--- src/rtl/alpha_display_ctrl.sv ---
// alpha_display_ctrl
//   Multi-digit 14-segment alphabetic display controller. Characters are
//   appended to a message buffer and shown on DIGITS time-multiplexed
//   positions, either statically (message head) or scrolling right-to-left
//   through the message followed by DIGITS blanks.
//
// Ports
//   clk       : single clock, all state updates on the rising edge
//   rst       : synchronous active-high reset
//   wr_en     : append wr_char to the message (ignored while full)
//   wr_char   : 5-bit letter code, 0-25 = A-Z, 26-31 = blank
//   clear     : empty the message and reset the scroll offset (beats wr_en)
//   scroll_en : 1 = scroll mode, 0 = static mode
//   blank     : force seg and dig_en to zero, timing keeps running
//   seg       : registered segment pattern, s[0:13], active-high
//   dig_en    : registered one-hot digit enable, bit 0 = leftmost digit
//   msg_len   : number of stored characters
//   full      : msg_len == MSG_DEPTH

module alpha_display_ctrl #(
    parameter int DIGITS      = 4,
    parameter int MSG_DEPTH   = 16,
    parameter int REFRESH_DIV = 1000,
    parameter int SCROLL_DIV  = 50
) (
    input  logic                           clk,
    input  logic                           rst,
    input  logic                           wr_en,
    input  logic [4:0]                     wr_char,
    input  logic                           clear,
    input  logic                           scroll_en,
    input  logic                           blank,
    output logic [0:13]                    seg,
    output logic [DIGITS-1:0]              dig_en,
    output logic [$clog2(MSG_DEPTH+1)-1:0] msg_len,
    output logic                           full
);

    localparam int LW = $clog2(MSG_DEPTH + 1);
    localparam int PW = (REFRESH_DIV > 1) ? $clog2(REFRESH_DIV) : 1;
    localparam int FW = (SCROLL_DIV > 1) ? $clog2(SCROLL_DIV) : 1;
    localparam int IW = (DIGITS > 1) ? $clog2(DIGITS) : 1;
    localparam int BW = (MSG_DEPTH > 1) ? $clog2(MSG_DEPTH) : 1;
    // One spare bit so offset + index (< 2L) never overflows.
    localparam int AW = $clog2(MSG_DEPTH + DIGITS) + 1;

    logic [4:0]    msg_buf [MSG_DEPTH];
    logic [PW-1:0] presc;
    logic [IW-1:0] dig_idx;
    logic [FW-1:0] frame_cnt;
    logic [AW-1:0] offset;

    logic          presc_tc;
    logic          idx_wrap;
    logic          scroll_step;
    logic [AW-1:0] len_ext;
    logic [AW-1:0] seq_len;
    logic [AW-1:0] pos;
    logic [4:0]    sel_code;
    logic [0:13]   dec_seg;
    logic          do_write;

    assign full        = (msg_len == LW'(MSG_DEPTH));
    assign do_write    = wr_en && !full && !clear;
    assign presc_tc    = (presc == PW'(REFRESH_DIV - 1));
    assign idx_wrap    = presc_tc && (dig_idx == IW'(DIGITS - 1));
    assign scroll_step = idx_wrap && (frame_cnt == FW'(SCROLL_DIV - 1));
    assign len_ext     = AW'(msg_len);
    // Virtual sequence: message followed by DIGITS blank positions.
    assign seq_len     = len_ext + AW'(DIGITS);

    // Refresh prescaler, digit index and frame counter run freely; blank
    // does not stop them so release resumes mid-sequence.
    always_ff @(posedge clk) begin
        if (rst) begin
            presc     <= '0;
            dig_idx   <= '0;
            frame_cnt <= '0;
        end else begin
            if (presc_tc) begin
                presc <= '0;
                if (dig_idx == IW'(DIGITS - 1))
                    dig_idx <= '0;
                else
                    dig_idx <= dig_idx + 1'b1;
            end else begin
                presc <= presc + 1'b1;
            end
            if (idx_wrap) begin
                if (frame_cnt == FW'(SCROLL_DIV - 1))
                    frame_cnt <= '0;
                else
                    frame_cnt <= frame_cnt + 1'b1;
            end
        end
    end

    // Scroll offset. A write only lengthens the sequence, so an offset that
    // was valid before a write remains valid after it.
    always_ff @(posedge clk) begin
        if (rst || clear || !scroll_en) begin
            offset <= '0;
        end else if (scroll_step) begin
            if (offset >= seq_len - AW'(1))
                offset <= '0;
            else
                offset <= offset + 1'b1;
        end
    end

    // Message length; clear has priority over a simultaneous write.
    always_ff @(posedge clk) begin
        if (rst || clear)
            msg_len <= '0;
        else if (wr_en && !full)
            msg_len <= msg_len + 1'b1;
    end

    // Buffer storage is never erased; entries beyond msg_len are ignored.
    always_ff @(posedge clk) begin
        if (!rst && do_write)
            msg_buf[msg_len[BW-1:0]] <= wr_char;
    end

    // Character selection for the currently indexed digit. offset < L and
    // index < DIGITS <= L, so one conditional subtract performs the modulo.
    always_comb begin
        pos      = AW'(dig_idx);
        sel_code = 5'd31;
        if (scroll_en) begin
            pos = offset + AW'(dig_idx);
            if (pos >= seq_len)
                pos = pos - seq_len;
        end
        if (pos < len_ext)
            sel_code = msg_buf[pos[BW-1:0]];
    end

    alphadecode u_decode (
        .code (sel_code),
        .s    (dec_seg)
    );

    // Output registers: enable and pattern change together on one edge.
    always_ff @(posedge clk) begin
        if (rst) begin
            seg    <= '0;
            dig_en <= '0;
        end else if (blank) begin
            seg    <= '0;
            dig_en <= '0;
        end else begin
            seg    <= dec_seg;
            dig_en <= DIGITS'(1) << dig_idx;
        end
    end

endmodule

// alphadecode
//   Letter decoder: code 0-25 -> A-Z on a 14-segment digit, 26-31 -> dark.
//   Segment order s[0..13] = a, b, c, d, e, f, g1, g2, h, i, j, k, l, m.
// Ports
//   code : 5-bit letter code
//   s    : active-high segment vector
module alphadecode (
    input  logic [4:0]  code,
    output logic [0:13] s
);

    logic [13:0] f;

    // Font kept as bit k = segment k, then unpacked into s[0:13].
    always_comb begin
        f = 14'h0000;
        case (code)
            5'd0:  f = 14'h00F7;
            5'd1:  f = 14'h128F;
            5'd2:  f = 14'h0039;
            5'd3:  f = 14'h120F;
            5'd4:  f = 14'h00F9;
            5'd5:  f = 14'h0071;
            5'd6:  f = 14'h00BD;
            5'd7:  f = 14'h00F6;
            5'd8:  f = 14'h1209;
            5'd9:  f = 14'h001E;
            5'd10: f = 14'h2470;
            5'd11: f = 14'h0038;
            5'd12: f = 14'h0536;
            5'd13: f = 14'h2136;
            5'd14: f = 14'h003F;
            5'd15: f = 14'h00F3;
            5'd16: f = 14'h203F;
            5'd17: f = 14'h20F3;
            5'd18: f = 14'h00ED;
            5'd19: f = 14'h1201;
            5'd20: f = 14'h003E;
            5'd21: f = 14'h0C30;
            5'd22: f = 14'h2836;
            5'd23: f = 14'h2D00;
            5'd24: f = 14'h1500;
            5'd25: f = 14'h0C09;
            default: f = 14'h0000;
        endcase
        s = '0;
        for (int k = 0; k < 14; k++)
            s[k] = f[k];
    end

endmodule

--- config.mk ---
export PLATFORM = sky130hd
export DESIGN_NAME = alpha_display_ctrl
export DESIGN_NICKNAME = d
export VERILOG_FILES = /design/src/rtl/alpha_display_ctrl.sv
export SDC_FILE = /design/constraint.sdc
export NUM_CORES = 1
export LEC_CHECK = 0
export CAP_MARGIN = 25
export CORE_AREA = 10 10 117 119
export DETAILED_ROUTE_END_ITERATION = 12
export DIE_AREA = 0 0 127 129
export PLACE_DENSITY_LB_ADDON = 0.3
export SYNTH_ARGS = -nofsm -noshare
export SYNTH_HDL_FRONTEND = slang
export SYNTH_SLANG_ARGS = --single-unit
--- constraint.sdc ---
create_clock -name clk -period 7.2 [get_ports clk]
set_clock_uncertainty 0.2 [all_clocks]
set_input_delay 1.44 -clock clk [delete_from_list [all_inputs] [get_ports clk]]
set_output_delay 1.44 -clock clk [all_outputs]
set_load 0.01 [all_outputs]
==> results.tsv <==
metric	value	unit
count leader, synth	edfxtp_1	
sequential area share after synthesis	0.5017	
Antenna diodes	0	
via count	4889	
top_reg_cell synth	edfxtp_1	
Commonest cells post-synth	edfxtp_1 (80), nor2_1 (64), dfxtp_1 (47)	
Endpoint, Worst Hold	presc[0]	
CTS tree	built	
Post-DP HPWL	10910	microns
Yosys reg bits	127	
Clock transition at path regs	0.06	ns
layout cell share with drive strength beyond 1	0.1217	
vias in the first global route	4919	
Die H	129	microns
ys async rst share	0	
Fin. Hold Viols	0	
FF-to-FF setup slack	0.46	ns
critical path startpoint category	flip-flop	
Leak	2.851	nW
Starting Density	0.5886	
CP Capture Type	flip-flop	
DRT Pass-1 Iters	6	
post-CTS sizing	0	
die width	127	microns
Critical R2R Capture	seg[3]	
clk root buf	clkbuf_16	
number of max-cap violations	0	
Post-Layout Inst Area	0.007677	sq mm
DP Worst Slack	0.7189	ns
Avg Inst Size Synth	11.18	sq um
1st-iter DRT viols	480	
Hold Crit Start	presc[0]	
Setup Buffers After CTS	0	
WP data arrival	6.87	ns
EDFF count, synth	80	
global-route wire length before repair	25450	microns
Area contributors post-synth	edfxtp_1 (36%), dfxtp_1 (14%), ha_1 (7.7%), mux2i_1 (3.9%), nor2_1 (3.6%)	
minimum clock period	6.736	ns
r2r worst-path depth	22	
Critical Setup Path Class	reg -> reg	
post-synth top area cell	edfxtp_1	
Final TNS setup	0	ns
# port buffers	34	
final net count	690	
worst setup path startpoint	dig_idx[0]	
VDD IR-drop max	0.1289	mV
Worst Setup Slack, final	0.4636	ns
fmax	148.4	MHz
total design power	1.659	mW
drt total wl	15660	microns
clock buffer depth	2	
CP required	7.33	ns
Num CTS Buffers	17	
Hold Crit Class	reg -> reg	
CORE AREA	0.01132	sq mm
PD cells	216.1	mW/mm^2
Register Area	0.003343	sq mm
Syn Inst Count	596	
synth unique cells	71	
RSZ-0062 raised after global routing	false	
Post-Syn Nets	650	
# clock sinks	127	
Synthesis Warnings	0	
CP max FO	15	
Die ar.	0.01638	sq mm
status	finished, final reports clean	
Final Util	0.6782	
final setup violation count	0	
FILL cells	852	
gpl congestion	0.9209	
grt total ovfl	0	
FF-to-FF Start	dig_idx[0]	
max-slew violation count	0	
H-tree level count	4	
area of the multi-input gates	0.003118	sq mm
worst hold slack	0.2556	ns
std cell rows	39	
initial antenna violation count	0	
Synth top area share	0.3605	
hold path depth	1	
Post-Syn Area	0.006664	sq mm
Post-CTS Hold Buffers	0	
placed inst area	0.007116	sq mm
Final Non-Filler Cells	792	
dpl cells	760	
worst-margin pin slew	0.8601	ns
Area growth, synth to finish	15.21	%
DR WL/cell	19.77	microns
clock latency on the worst-skew pair	0.42	ns
Relative slew margins	0.4222	
ANT nets after route	0	
largest net degree at the start of global routing	19	
Final Cycle Share	0.9356	
io pins	35	
all-layer global routing usage	0.1929	
drc violations	0	
drt via density	6.173	
## cell usage in the layout, fill, tap and decap left out, types with 5 or more instances in the layout
master           count
clkdlybuf4s50_1     34
nand4_1              5
mux2_2              14
mux2i_1             26
a21o_1               6
a211oi_1             5
ha_1                41
buf_4                6
nor2b_1             11
xor2_1              12
nand3_1             23
nand2b_1             7
a21oi_1             31
o22ai_1             11
inv_1               24
clkbuf_16           17
nor3_1              12
nor2_1              64
o21ai_0             17
or2_2                6
nand2_1             30
o31ai_1              5
xnor2_1             18
dfxtp_1             47
edfxtp_1            80
and3_1               8
## layout make-up
cell class	instances	area share
well taps	143	0.02331
clock buffers	17	0.05541
flip-flops and latches	127	0.4355
inverters	24	0.01173
repair buffers	40	0.05020
multi-input cells	426	0.4061
clock inverters	15	0.01776
## power by group
group,total [mW],internal [mW],switching [mW]
Clock,0.809,0.478,0.331
Combinational,0.0695,0.0247,0.0448
Sequential,0.780,0.777,0.00304
## sequential cells by signal, indices dropped and copies added, names as in the netlist
name,flops
msg_buf,80
offset,6
dig_idx,2
msg_len,5
dig_en,4
presc,10
frame_cnt,6
seg,14
## worst max-delay path, cell delays in order (launching register included)
cell	delay, ns
dfxtp_1	0.41
ha_1	0.24
fa_1	0.61
inv_1	0.11
fa_1	0.45
a21boi_2	0.21
o221ai_4	0.16
buf_4	0.26
a21oi_1	0.07
o21a_1	0.25
ha_1	0.31
a21o_1	0.19
a21oi_1	0.21
nor4b_1	0.33
a22oi_1	0.20
or3b_1	0.49
a2111oi_0	0.34
a31oi_1	0.26
inv_1	0.37
ha_1	0.26
nor3_1	0.10
or3_1	0.36
a221oi_2	0.23
## per-layer routing
layer | GRT usage | part of all wire | up-vias
met5 | 0 | 0 | -
met4 | 0.07301 | 0.024 | 0
met3 | 0.05010 | 0.071 | 32
met2 | 0.3217 | 0.49 | 207
met1 | 0.2353 | 0.41 | 2368
li1 | - | - | 2282
## cells by family (layout without fill, tap and decap cells)
logic type | Yosys count | count (layout) | share of synthesized area
compound gates | 120 | 120 | 0.1329
simple gates | 190 | 190 | 0.1420
buf+inv | 43 | 96 | 0.03173
flops | 127 | 127 | 0.5017
xor+xnor | 30 | 30 | 0.03943
mux | 43 | 43 | 0.06928
fa+ha+maj | 43 | 43 | 0.08299
## how the worst max path moves through the flow
stage | to | slack (ns) | cells after the start
global route | seg[3] | 0.08 | 22
finish | seg[3] | 0.46 | 22
global placement | seg[3] | 0.91 | 22
detailed placement | seg[3] | 0.72 | 22
floorplan | seg[3] | 1.50 | 21
CTS | seg[3] | 0.56 | 22
(Power assumes the default switching activity.)
